### src/rtl/bus_pkg.sv
// Shared types and constants for the two-initiator split-capable bus arbiter.
package bus_pkg;

    typedef enum logic [1:0] {
        IDLE = 2'd0,
        OWN1 = 2'd1,
        OWN2 = 2'd2
    } arb_state_t;

    typedef enum logic {
        INIT1 = 1'b0,
        INIT2 = 1'b1
    } init_id_t;

    localparam int unsigned DEFAULT_TIMEOUT = 255;
    localparam int unsigned HOLD_W          = 16;

    function automatic arb_state_t owner_state(input init_id_t id);
        return (id == INIT2) ? OWN2 : OWN1;
    endfunction

endpackage

### src/rtl/arb_hold_timer.sv
// Grant hold counter: cleared on every new grant, counts owned cycles and
// flags the owned cycle whose increment reaches TIMEOUT_CYCLES.
module arb_hold_timer
    import bus_pkg::*;
#(
    parameter int unsigned TIMEOUT_CYCLES = DEFAULT_TIMEOUT
) (
    input  logic clk,
    input  logic rst,
    input  logic clear_i,
    input  logic count_i,
    output logic expire_o
);

    localparam logic [HOLD_W-1:0] LAST_CNT = HOLD_W'(TIMEOUT_CYCLES - 1);

    logic [HOLD_W-1:0] hold_q;
    logic [HOLD_W-1:0] hold_d;

    always_comb begin
        hold_d = hold_q;
        if (clear_i) begin
            hold_d = '0;
        end else if (count_i) begin
            hold_d = hold_q + HOLD_W'(1);
        end
    end

    always_ff @(posedge clk or posedge rst) begin
        if (rst) begin
            hold_q <= '0;
        end else begin
            hold_q <= hold_d;
        end
    end

    // The first owned cycle sees zero, so TIMEOUT_CYCLES owned cycles end on LAST_CNT.
    assign expire_o = count_i && (hold_q == LAST_CNT);

endmodule

### src/rtl/bus_arbiter.sv
// Two-initiator bus arbiter with split/resume and forced revocation on hold timeout.
// Define ARB_ROUND_ROBIN_EN for round-robin on ties; default is fixed priority (1 over 2).
module bus_arbiter
    import bus_pkg::*;
#(
    parameter int unsigned TIMEOUT_CYCLES = DEFAULT_TIMEOUT
) (
    input  logic       clk,
    input  logic       rst,
    input  logic       req1,
    input  logic       req2,
    input  logic       target_split,
    input  logic       split_release,
    output logic       grant1,
    output logic       grant2,
    output logic       msel,
    output logic       split_pending,
    output logic       timeout,
    output logic [1:0] dbg_state_o
);

    // req/grant contract: an initiator raises req and holds it for the whole
    // transaction; grant rises the cycle after req is sampled in IDLE and falls
    // the cycle after req drops, a split is taken, or the hold timer expires.

    arb_state_t state_q, state_d;
    logic       split_pending_q, split_pending_d;
    init_id_t   split_id_q, split_id_d;
    logic       resume_q, resume_d;
    logic       msel_q, msel_d;
    logic       timeout_q, timeout_d;
    logic       new_grant;
    init_id_t   win;
    logic       elig1, elig2;
    logic       owner_req;
    init_id_t   owner_id;
    logic       expire;
`ifdef ARB_ROUND_ROBIN_EN
    init_id_t   last_q, last_d;
`endif

    // A parked initiator stays invisible to arbitration until its resume grant.
    assign elig1     = req1 && !(split_pending_q && (split_id_q == INIT1));
    assign elig2     = req2 && !(split_pending_q && (split_id_q == INIT2));
    assign owner_req = (state_q == OWN2) ? req2 : req1;
    assign owner_id  = (state_q == OWN2) ? INIT2 : INIT1;

    arb_hold_timer #(
        .TIMEOUT_CYCLES(TIMEOUT_CYCLES)
    ) u_hold_timer (
        .clk     (clk),
        .rst     (rst),
        .clear_i (new_grant),
        .count_i (state_q != IDLE),
        .expire_o(expire)
    );

    always_comb begin
        state_d         = state_q;
        split_pending_d = split_pending_q;
        split_id_d      = split_id_q;
        resume_d        = resume_q;
        msel_d          = msel_q;
        timeout_d       = 1'b0;
        new_grant       = 1'b0;
        win             = INIT1;
`ifdef ARB_ROUND_ROBIN_EN
        last_d          = last_q;
`endif

        if (split_release && split_pending_q) begin
            resume_d = 1'b1;
        end

        case (state_q)
            IDLE: begin
                if (resume_q) begin
                    new_grant       = 1'b1;
                    win             = split_id_q;
                    split_pending_d = 1'b0;
                    resume_d        = 1'b0;
                end else if (elig1 && elig2) begin
                    new_grant = 1'b1;
`ifdef ARB_ROUND_ROBIN_EN
                    win       = (last_q == INIT1) ? INIT2 : INIT1;
`else
                    win       = INIT1;
`endif
                end else if (elig1) begin
                    new_grant = 1'b1;
                    win       = INIT1;
                end else if (elig2) begin
                    new_grant = 1'b1;
                    win       = INIT2;
                end

                if (new_grant) begin
                    state_d = owner_state(win);
                    msel_d  = (win == INIT2);
`ifdef ARB_ROUND_ROBIN_EN
                    last_d  = win;
`endif
                end
            end
            OWN1, OWN2: begin
                // Release beats split beats timeout when they coincide.
                if (!owner_req) begin
                    state_d = IDLE;
                end else if (target_split && !split_pending_q) begin
                    state_d         = IDLE;
                    split_pending_d = 1'b1;
                    split_id_d      = owner_id;
                end else if (expire) begin
                    state_d   = IDLE;
                    timeout_d = 1'b1;
                end
            end
            default: begin
                state_d = IDLE;
            end
        endcase
    end

    always_ff @(posedge clk or posedge rst) begin
        if (rst) begin
            state_q         <= IDLE;
            split_pending_q <= 1'b0;
            split_id_q      <= INIT1;
            resume_q        <= 1'b0;
            msel_q          <= 1'b0;
            timeout_q       <= 1'b0;
        end else begin
            state_q         <= state_d;
            split_pending_q <= split_pending_d;
            split_id_q      <= split_id_d;
            resume_q        <= resume_d;
            msel_q          <= msel_d;
            timeout_q       <= timeout_d;
        end
    end

`ifdef ARB_ROUND_ROBIN_EN
    // Pointer starts at initiator 2 so initiator 1 wins the first tie.
    always_ff @(posedge clk or posedge rst) begin
        if (rst) begin
            last_q <= INIT2;
        end else begin
            last_q <= last_d;
        end
    end
`endif

    assign grant1        = (state_q == OWN1);
    assign grant2        = (state_q == OWN2);
    assign msel          = msel_q;
    assign split_pending = split_pending_q;
    assign timeout       = timeout_q;
    assign dbg_state_o   = state_q;

endmodule

### config.mk
export PLATFORM = sky130hd
export DESIGN_NAME = bus_arbiter
export DESIGN_NICKNAME = d
export VERILOG_FILES = /design/src/rtl/bus_pkg.sv /design/src/rtl/arb_hold_timer.sv /design/src/rtl/bus_arbiter.sv
export SDC_FILE = /design/constraint.sdc
export NUM_CORES = 1
export LEC_CHECK = 0
export BUFFER_PORTS_ARGS = -buffer_cell sky130_fd_sc_hd__buf_2
export CAP_MARGIN = 20
export CORE_ASPECT_RATIO = 1.4
export CORE_UTILIZATION = 35
export DETAILED_ROUTE_END_ITERATION = 10
export PLACE_DENSITY_LB_ADDON = 0.05
export SYNTH_ARGS = -nofsm -noshare
export SYNTH_HDL_FRONTEND = slang
export SYNTH_SLANG_ARGS = --single-unit
### constraint.sdc
create_clock -name clk -period 2.2 [get_ports clk]
set_input_delay 0.11 -clock clk [delete_from_list [all_inputs] [get_ports clk]]
set_output_delay 0.11 -clock clk [all_outputs]
set_load 0.01 [all_outputs]
==> impl_metrics.yaml <==
layout:
  seq_area_um2: 575.6
  nets: 154
  multi_input_area_um2: 724.4
  fillers: 386
  diodes: 0
  area_delta_synth_final_pct: 8.735
  drive_above_1_share: 0.2254
  design_area_um2: 1495
  layout_common_cells: "23 x dfrtp_1, 14 x nand2_1, 12 x buf_2"
  fin_util: 0.4032
  final_common_cell: "dfrtp_1"
  fin_cells: 184
sta:
  worst_slew_pin_slew_ns: 0.9152
  final-hold-violation-count: 0
  fin_crit_sh: 0.8311
  rsz0062_at_grt: "false"
  clock_skew_ns: 0.002629
  post-route-min-period_ns: 1.828
  slew_headroom: 0.3892
  fin_setup_tns_ns: 0
  setup_viol: 0
  clock.fmax_mhz: 546.9
  maxSlewViolCount: 0
  holdWs_ns: 0.02697
  fin_ws_ns: 0.3716
grt:
  grt.overflow.total: 0
  grt_usage: 0.1559
  use_met2: 0.2614
  grt.busiest_layer: "met2"
  grt_max_degree: 24
  grtUsageMet1: 0.1937
  grt_pass1_wl_mm: 4.761
  antenna_found_initial: 0
  grtUsageMet3: 0.01796
  grt_pass1_vias: 999
logic_synthesis:
  synth.avg_cell_area_um2: 10.58
  syn_area_um2: 1375
  synth-simple-area-share: 0.2484
  synth_top_family_by_area: "simple AND/OR/NAND/NOR gates"
  synthAdderAreaFrac: 0.04550
  yosysWarnings: 0
  synth_xor_area_frac: 0.01911
  ys_seq_area_frac: 0.4186
  synthMuxAreaShare: 0.05914
  synthesis.nets: 141
  synth_cell_types: 42
  synth_seq_cells: 23
  synth_compound_area_frac: 0.1547
  synthCells: 130
detailed_routing:
  drt_iter0_drc: 18
  vias: 993
  avgViaCountPerCell: 5.397
  dr.pass1.iters: 4
  post_drt_wl_per_cell_um: 15.26
  wl_mm: 2.807
  detail-route-antenna-nets: 0
  drc: 0
job:
  cap_violations: 0
die:
  coreArea_um2: 3709
  initial_core_util: 0.3708
  die_h_um: 76.17
  ios: 13
  die_w_um: 54.98
  core.rowCount: 26
  die_area_um2: 4187
worst_setup_path:
  max_stage_delay_ns: 0.44
  cp_max_fo: 6
  reg2reg_from: "dbg_state_o[1]"
  startpoint: "dbg_state_o[1]"
  crit_arrival_ns: 2.02
  worstPathRequired_ns: 2.39
  endpoint_kind: "register"
  critPathKind: "reg2reg"
  worstPathCellList: "inv_1, ha_1, and3b_1, nand4_4, nor3_1, mux2i_1"
  critPathLaunchType: "register"
  crit_slowest_cell: "dfrtp_1"
placement:
  gp_congestion: 0.7430
  place_inst: 180
  place_hpwl_mm: 2.105
  portBuffers: 12
  placed_cell_area_um2: 1450
  post-place-ws_ns: 0.3881
clock_network:
  cts.path.max_buffers: 2
  cts_resized: 0
  cts_hold_buf: 0
  post_cts_buffers: 0
  h-tree-depth: 1
  clkSinkCount: 23
  cts_made_buffers: 3
  clk_latency_ns: 0.26
  cts_tree: "yes"
  clk_pin_slew_ns: 0.09
  clock_tree.root_cell: "clkbuf_8"
pwr:
  leakagePower_nw: 0.6730
  finalPower_mw: 1.401
  peakVddDrop_mv: 0.5135
  power_density_nw_per_um2: 936.8
worst_hold_path:
  hold_path.class: "in2async"
run_status:
  status: "complete, no violations"
## Yosys cell counts
cell type | count | area share
o221ai_1 | 1 | 0.0064
buf_6 | 1 | 0.0082
nand4_1 | 4 | 0.018
a21o_1 | 2 | 0.011
nand3_2 | 5 | 0.036
o22ai_1 | 3 | 0.014
o31ai_1 | 2 | 0.011
buf_2 | 2 | 0.0073
clkbuf_1 | 1 | 0.0027
o21a_1 | 2 | 0.011
o211ai_1 | 2 | 0.011
dfrtp_1 | 23 | 0.42
buf_12 | 1 | 0.015
o311ai_4 | 1 | 0.019
or4b_4 | 1 | 0.010
nand2b_1 | 1 | 0.0046
nor4_1 | 1 | 0.0046
a21oi_1 | 2 | 0.0073
nor3_1 | 1 | 0.0036
xnor2_1 | 3 | 0.019
mux2i_1 | 7 | 0.051
o21ai_2 | 5 | 0.032
and4_1 | 1 | 0.0064
and3_1 | 3 | 0.014
o211ai_2 | 2 | 0.018
ha_1 | 5 | 0.045
inv_1 | 8 | 0.022
mux2_2 | 1 | 0.0082
nor2_1 | 3 | 0.0082
nor3b_1 | 1 | 0.0055
o21ai_1 | 1 | 0.0036
and4b_1 | 1 | 0.0073
nand3b_1 | 3 | 0.016
nand4b_1 | 2 | 0.013
nor2b_1 | 1 | 0.0046
nand3_1 | 5 | 0.018
nand4_4 | 1 | 0.015
and3b_1 | 1 | 0.0064
a21boi_1 | 1 | 0.0055
and2_1 | 4 | 0.018
a22oi_1 | 1 | 0.0055
nand2_1 | 14 | 0.038
## routing by layer
| layer | part of all wire | up-vias | wire length [um] |
|---|---|---|---|
| met5 | 0 | - | 0 |
| met2 | 0.53 | 11 | 1482 |
| li1 | - | 496 | - |
| met3 | 0.019 | 2 | 53 |
| met4 | 0.0082 | 0 | 23 |
| met1 | 0.44 | 484 | 1248 |
## layout make-up
| type | instances | area share |
|---|---|---|
| Multi-Input combinational cell | 94 | 0.4845 |
| Sequential cell | 23 | 0.3849 |
| Timing Repair Buffer | 13 | 0.04519 |
| Tap cell | 42 | 0.03515 |
| Clock buffer | 4 | 0.03013 |
| Inverter | 8 | 0.02008 |
## worst max-delay path: cells and delay by family (launching register included)
| family | cells | cell delay, ns |
|---|---|---|
| mux | 1 | 0.22 |
| fa+ha+maj | 1 | 0.20 |
| flops | 1 | 0.44 |
| simple gates | 3 | 0.80 |
| buf+inv | 1 | 0.10 |
## path summary, 6_finish.rpt
kind | to | slack, ns | cells after the start
max | u_hold_timer.hold_q[15] | 0.37 | 6
min | split_pending | 0.03 | 2
max reg2reg | u_hold_timer.hold_q[15] | 0.37 | 6
min reg2reg | msel | 0.48 | 2
max in group asynchronous | dbg_state_o[0] | 1.61 | 2
min in group clk | resume_q | 0.08 | 3
## power by group
group          leakage (nW)  internal, mW  switching (mW)
Combinational         0.336         0.229           0.302
Clock                0.0228         0.129           0.144
Sequential            0.314         0.493           0.103
## flip-flops by register name, summed over array words and instances, names as in the netlist
name,count
dbg_state_o,2
resume_q,1
split_id_q,1
timeout,1
msel,1
split_pending,1
u_hold_timer.hold_q,16
## kinds of logic after synthesis
group                      count (synthesis)
muxes                                      8
and+or+nand+nor                           53
AOI/OAI and AO/OA                         25
DFF                                       23
xor gates and xnor gates                   3
buffers and inverters                     13
adders and majority gates                  5
Note: power is estimated with default switching activity, not from simulation.
